`src/rtl/neuron_mac_act.sv`:
```
// neuron_mac_act: streamed fixed-point MAC neuron with bias, rescale, saturation.
// Define NEURON_RELU_EN to rectify the saturated result (ReLU); default build is linear.
module neuron_mac_act #(
  parameter int DATA_W = 16,
  parameter int FRAC_W = 8,
  parameter int N_IN   = 15,
  parameter int ACC_W  = 40
) (
  input  logic              clk,
  input  logic              rst,
  input  logic              start,
  input  logic [DATA_W-1:0] bias,
  input  logic              in_valid,
  output logic              in_ready,
  input  logic [DATA_W-1:0] data_in,
  input  logic [DATA_W-1:0] weight_in,
  output logic              out_valid,
  input  logic              out_ready,
  output logic [DATA_W-1:0] act_out,
  output logic              ovf,
  output logic              busy
);

  localparam int CNT_W = (N_IN > 1) ? $clog2(N_IN) : 1;
  localparam logic signed [ACC_W-1:0] SAT_MAX = {{(ACC_W-DATA_W+1){1'b0}}, {(DATA_W-1){1'b1}}};
  localparam logic signed [ACC_W-1:0] SAT_MIN = {{(ACC_W-DATA_W+1){1'b1}}, {(DATA_W-1){1'b0}}};

  typedef enum logic [2:0] {S_IDLE, S_ACC, S_BIAS, S_ACT, S_DONE} state_t;

  state_t                   state, state_nxt;
  logic signed [ACC_W-1:0]  acc;
  logic [CNT_W-1:0]         count;
  logic [DATA_W-1:0]        bias_r;
  logic signed [2*DATA_W-1:0] prod;
  logic signed [ACC_W-1:0]  prod_ext;
  logic signed [ACC_W-1:0]  bias_ext;
  logic signed [ACC_W-1:0]  r;
  logic [DATA_W-1:0]        sat_val;
  logic [DATA_W-1:0]        act_val;
  logic                     sat_ovf;
  logic                     beat;
  logic                     last_beat;

  assign beat      = in_valid && in_ready;
  assign last_beat = (count == CNT_W'(N_IN - 1));

  assign prod = $signed({{DATA_W{data_in[DATA_W-1]}}, data_in}) *
                $signed({{DATA_W{weight_in[DATA_W-1]}}, weight_in});
  assign prod_ext = {{(ACC_W-2*DATA_W){prod[2*DATA_W-1]}}, prod};
  // Bias is shifted up so its Q format lines up with the product sum
  assign bias_ext = {{(ACC_W-DATA_W){bias_r[DATA_W-1]}}, bias_r} <<< FRAC_W;

  always_comb begin
    r       = acc >>> FRAC_W;
    sat_val = r[DATA_W-1:0];
    sat_ovf = 1'b0;
    if (r > SAT_MAX) begin
      sat_val = SAT_MAX[DATA_W-1:0];
      sat_ovf = 1'b1;
    end else if (r < SAT_MIN) begin
      sat_val = SAT_MIN[DATA_W-1:0];
      sat_ovf = 1'b1;
    end
`ifdef NEURON_RELU_EN
    act_val = sat_val[DATA_W-1] ? '0 : sat_val;
`else
    act_val = sat_val;
`endif
  end

  always_ff @(posedge clk or posedge rst) begin
    if (rst) state <= S_IDLE;
    else     state <= state_nxt;
  end

  always_comb begin
    state_nxt = state;
    case (state)
      S_IDLE:  if (start) state_nxt = S_ACC;
      S_ACC:   if (beat && last_beat) state_nxt = S_BIAS;
      S_BIAS:  state_nxt = S_ACT;
      S_ACT:   state_nxt = S_DONE;
      S_DONE:  if (out_valid && out_ready) state_nxt = S_IDLE;
      default: state_nxt = S_IDLE;
    endcase
  end

  always_comb begin
    in_ready = (state == S_ACC);
    busy     = (state != S_IDLE);
  end

  always_ff @(posedge clk or posedge rst) begin
    if (rst) begin
      acc       <= '0;
      count     <= '0;
      bias_r    <= '0;
      act_out   <= '0;
      ovf       <= 1'b0;
      out_valid <= 1'b0;
    end else begin
      case (state)
        S_IDLE: if (start) begin
          bias_r <= bias;
          acc    <= '0;
          count  <= '0;
        end
        S_ACC: if (beat) begin
          acc   <= acc + prod_ext;
          count <= count + CNT_W'(1);
        end
        S_BIAS: acc <= acc + bias_ext;
        S_ACT: begin
          act_out   <= act_val;
          ovf       <= sat_ovf;
          out_valid <= 1'b1;
        end
        S_DONE: if (out_ready) out_valid <= 1'b0;
        default: ;
      endcase
    end
  end

endmodule
```
`config.mk`:
```
export PLATFORM = sky130hd
export DESIGN_NAME = neuron_mac_act
export DESIGN_NICKNAME = d
export VERILOG_FILES = /design/src/rtl/neuron_mac_act.sv
export SDC_FILE = /design/constraint.sdc
export NUM_CORES = 1
export LEC_CHECK = 0
export BUFFER_PORTS_ARGS = -buffer_cell sky130_fd_sc_hd__buf_2
export CORE_MARGIN = 10
export CORE_UTILIZATION = 30
export DETAILED_ROUTE_END_ITERATION = 12
export SLEW_MARGIN = 40
export SYNTH_ARGS = -nofsm -noshare
export SYNTH_HDL_FRONTEND = slang
export SYNTH_SLANG_ARGS = --single-unit
export TNS_END_PERCENT = 100
```
`constraint.sdc`:
```
create_clock -name clk -period 8.2 [get_ports clk]
set_clock_uncertainty 0.05 [all_clocks]
set_input_delay 2.05 -clock clk [delete_from_list [all_inputs] [get_ports clk]]
set_output_delay 2.05 -clock clk [all_outputs]
set_load 0.01 [all_outputs]
```
## Word-level counts from Yosys, hierarchy flattened

Cells that the tools add are included.

| word-level totals | value |
|---|---|
| flip-flop bits (word level) | 81 |
| input port bits | 53 |
| output and inout bits | 20 |

| cells by class | value |
|---|---|
| $add $sub $neg | 3 |
| $mul | 1 |
| magnitude comparators | 2 |
| equal/unequal tests | 10 |
| multiplexer cells | 16 |
| reductions and logical operators | 13 |

Operator list:

| operator | count |
|---|---|
| $pmux 40 s3 | 1 |
| $mux 40 | 2 |
| $add 40x24->40 | 1 |
| $add 40x32->40 | 1 |
| $gt 32x16->1 const B | 1 |
| $lt 32x16->1 const B | 1 |
| $mul 16x16->32 | 1 |
| $mux 16 | 2 |
| $pmux 3 s5 | 1 |
| $mux 3 | 3 |
| $reduce_and 3->1 | 3 |
| $mux 4 | 2 |
| $pmux 4 s2 | 1 |
| $eq 3x2->1 const B | 2 |
| $ne 2x2->1 const B | 3 |
| $reduce_bool 3->1 | 2 |
| $add 4x1->4 const B | 1 |
| $eq 4x4->1 const B | 1 |
| $ne 2x1->1 const B | 2 |
| $reduce_and 2->1 | 2 |
| $reduce_bool 2->1 | 2 |
| $eq 3x1->1 const B | 1 |
| $eq 3x3->1 const B | 1 |
| $logic_and 1x1->1 | 3 |
| 3 further kinds | 5 |

## Logic depth before layout (Yosys ltp)

| logic depth | value |
|---|---|
| word-level depth | 5 |
| mapped depth | 26 |
| gate-level depth less buffers | 25 |

## Worst setup path after synthesis

No wires, ideal clock.

| path | value |
|---|---|
| path type | input -> register |
| start point | input port data_in[15] |
| end point | register acc[38] |
| setup time | 130 ps |
| data arrival time | 8,069 ps |
| path slack | -49 ps |
| cell stages on the path | 26 |
| buffers on the path | 2 |
| cell sequence | clkbuf_1 nand2_1 inv_1 fa_1 fa_1 inv_1 fa_1 inv_1 fa_1 fa_1 inv_1 fa_1 inv_1 ha_1 buf_2 nand3_1 nor3_1 a2111oi_1 o221a_2 o21a_1 o211a_1 nand2b_1 a21o_1 a311oi_2 xor2_1 o21ai_0 |

| between the ends | value |
|---|---|
| longest elaborated chain between the ends | 4 |

Ends and longest elaborated chain:

| element | line | source |
|---|---|---|
| start: declaration | 15 | `input logic [DATA_W-1:0] data_in,` |
| $mul 16x16->32 | 47 | `assign prod = $signed({{DATA_W{data_in[DATA_W-1]}}, data_in}) *` |
| $add 40x32->40 | 109 | `acc <= acc + prod_ext;` |
| $mux 40 | 108 | `S_ACC: if (beat) begin` |
| $pmux 40 s3 | 102 | `case (state)` |
| end signal: assignment | 109 |  |
| end signal: assignment | 112 | `S_BIAS: acc <= acc + bias_ext;` |
| end: declaration | 31 | `logic signed [ACC_W-1:0] acc;` |

Every way passes these cells. The select of a mux whose other input is x is not followed.
A chain may end at the register's enable or synchronous reset.

## Worst setup path in the final report

Same ends and word-level chain as after synthesis.

==> flow_metrics.env <==
export IMPL_die_width_um=259
export IMPL_drc=0
export IMPL_post_drt_wl_per_cell_um=15.3
export IMPL_cts_root_buffer="clkbuf_16"
export IMPL_yosysMostFrequentCell="inv_1"
export IMPL_path_class="primary input to register"
export IMPL_cap_violations=0
export IMPL_postCtsHoldBufs=0
export IMPL_first_pass_iters=5
export IMPL_first_iter_violations=602
export IMPL_rrSetupSlack_ns=2.59
export IMPL_worst_hold_path_endpoint="act_out[2]"
export IMPL_cts_tree="done"
export IMPL_syn_area_sq_mm=0.0172
export IMPL_grt_use_total=0.131
export IMPL_yosys_area_top_type="fa_1"
export IMPL_wl_mm=42.6
export IMPL_ant_nets=0
export IMPL_async_flop_share=1.00
export IMPL_grt_pass1_vias=14400
export IMPL_fill_cells=5732
export IMPL_period_share=0.969
export IMPL_slowest_stage="fa_1"
export IMPL_grt_max_degree=82
export IMPL_die_h_um=259
export IMPL_die_area_sq_mm=0.0672
export IMPL_cts_sinks=81
export IMPL_ys_top_cells_by_count="423 x inv_1, 331 x fa_1, 212 x nand2_1"
export IMPL_worstPathArrival_ns=8.11
export IMPL_ys_seq_area_frac=0.118
export IMPL_syn_nets=2410
export IMPL_yosys_register_bits=81
export IMPL_cts_buffer_depth=2
export IMPL_grt_pass1_wl_mm=73.0
export IMPL_grt_ovfl_total=0
export IMPL_synth_edff_count=0
export IMPL_end_kind="register"
export IMPL_cts_htree_levels=3
export IMPL_ys_warnings_count=0
export IMPL_whs_ns=0.425
export IMPL_cts_buffers_inserted=9
export IMPL_synth_ff_type="dfrtp_1"
export IMPL_synth_cell_type_count=72
export IMPL_vias=13000
export IMPL_synth_top_area_share=0.386
export IMPL_hp_class="register to register"
export IMPL_ios=73
export IMPL_antenna_found_initial=0
export IMPL_diodes=0
export IMPL_post_route_min_period_ns=7.95
export IMPL_start_kind="primary input"
export IMPL_cp_top_family="adder cells"
export IMPL_initial_core_util=0.304
export IMPL_worst_path_buf_inv=6
export IMPL_status="completed"
export IMPL_slew_headroom=0.519
export IMPL_coreArea_sq_mm=0.0565
export IMPL_syn_avg_cell_area_sq_um=9.15
export IMPL_syn2layout_area_growth_pct=14.5
export IMPL_critPathRequiredTime_ns=8.37
export IMPL_synthTopCellsByArea="fa_1 39%, dfrtp_1 12%, ha_1 11%, inv_1 9.2%, nand2_1 4.6%"
export IMPL_worst_path_max_fanout=7
export IMPL_place_gp_congestion=0.880
export IMPL_fmax_mhz=126
export IMPL_layout_drive_gt1_share=0.128
export IMPL_cpMostUsedCell="fa_1"
export IMPL_worstReg2RegEnd="acc[38]"
export IMPL_setup_viol=0
export IMPL_hold_viol=0
export IMPL_slew_violations=0
export IMPL_hold_depth=2
export IMPL_worstMarginPinSlew_ns=0.721
export IMPL_synthCells=1878
export IMPL_clk_insertion_delay_late_ns=0.34
export IMPL_cpPeakStageDelay_ns=0.58
export IMPL_dp_hpwl_mm=37.3
export IMPL_rr_worst_depth=21
export IMPL_core_rowCount=87
export IMPL_nets=2562
export IMPL_vias_per_cell=4.67
export IMPL_portBuffers=72
export IMPL_r2r_start="acc[15]"
export IMPL_cts_clk_slew_worst_paths_ns=0.06
export IMPL_multiInputGateArea_sq_mm=0.0134
export IMPL_regArea_sq_mm=0.00203
export IMPL_hp_start="act_out[2]"
metrics by stage:
| step | utilization | worst slack (ns) | area, sq um | instances | TNS [ns] |
|---|---|---|---|---|---|
| 2_1_floorplan | - | 0.0732 | 17200 | 1878 | 0 |
| 3_3_place_gp | 0.341 | -0.0925 | 19200 | 2771 | -0.396 |
| 3_5_place_dp | 0.341 | -0.164 | 19300 | 2771 | -1.07 |
| 4_1_cts | 0.346 | 0.181 | 19500 | 2787 | 0 |
| 5_1_grt | 0.348 | -0.0472 | 19700 | 2791 | -0.117 |
| 6_report | 0.348 | 0.255 | 19700 | 2791 | 0 |
what timing repair did:
item	4_1_cts	5_1_grt
gates resized for setup	0	20
endpoints found under the setup margin	0	9
hold endpoints to repair	0	0
setup buffers	0	4
how the worst max path moves through the flow:
| stage | startpoint | endpoint | slack, ns | depth (start not counted) |
|---|---|---|---|---|
| CTS | weight_in[6] | acc[39] | 0.18 | 24 |
| global placement | weight_in[6] | acc[31] | -0.09 | 24 |
| finish | data_in[15] | acc[38] | 0.25 | 25 |
| floorplan | data_in[15] | acc[38] | 0.07 | 26 |
| global route | data_in[15] | acc[38] | -0.05 | 25 |
| detailed placement | weight_in[6] | acc[39] | -0.16 | 24 |
sequential cells by signal, summed over array words and instances (netlist names):
name	cells
count	4
act_out	16
state	3
bias_r	16
ovf	1
acc	40
out_valid	1
final cells by class:
type	count	area share
multi-input cells	1317	0.682
flip-flops and latches	81	0.103
inverters	423	0.0810
repair buffers	198	0.0714
well taps	756	0.0481
clock buffers	13	0.0137
clock inverters	3	0.00121
metal layers:
layer,routed length (um),track usage,part of all wire,up-vias
met2,23500,0.250,0.55,203
met3,1020,0.0126,0.024,51
met1,17300,0.156,0.41,6649
met4,793,0.0283,0.019,0
met5,0,0,0,-
li1,-,-,-,6120
placed cells by master, fill, tap and decap left out, types with 62 or more instances in the layout:
master / Yosys / routed
inv_1: 423 / 421
fa_1: 331 / 330
nand2_1: 212 / 211
ha_1: 148 / 147
buf_4: 0 / 118
and2_1: 115 / 115
nor2_1: 98 / 98
dfrtp_1: 81 / 81
buf_2: 2 / 67
o21ai_0: 63 / 62
kinds of logic (layout without fill, tap and decap cells):
| logic type | Yosys count | count (layout) | share of synthesized area |
|---|---|---|---|
| muxes | 16 | 16 | 0.0105 |
| adders and majority gates | 479 | 479 | 0.494 |
| and+or+nand+nor | 488 | 488 | 0.132 |
| xor gates and xnor gates | 72 | 72 | 0.0367 |
| DFF | 81 | 81 | 0.118 |
| AOI/OAI and AO/OA | 262 | 262 | 0.105 |
| buffers and inverters | 480 | 637 | 0.105 |
tightest hold or removal path, delay by kind of cell, from the launching register on:
kind	cells	cell delay (ns)
flops	1	0.34
compound gates	1	0.06
simple gates	1	0.05
Power is left out: the tool's default activity adds up to more than one toggle a clock period on the data nets, which glitch-free logic cannot reach.
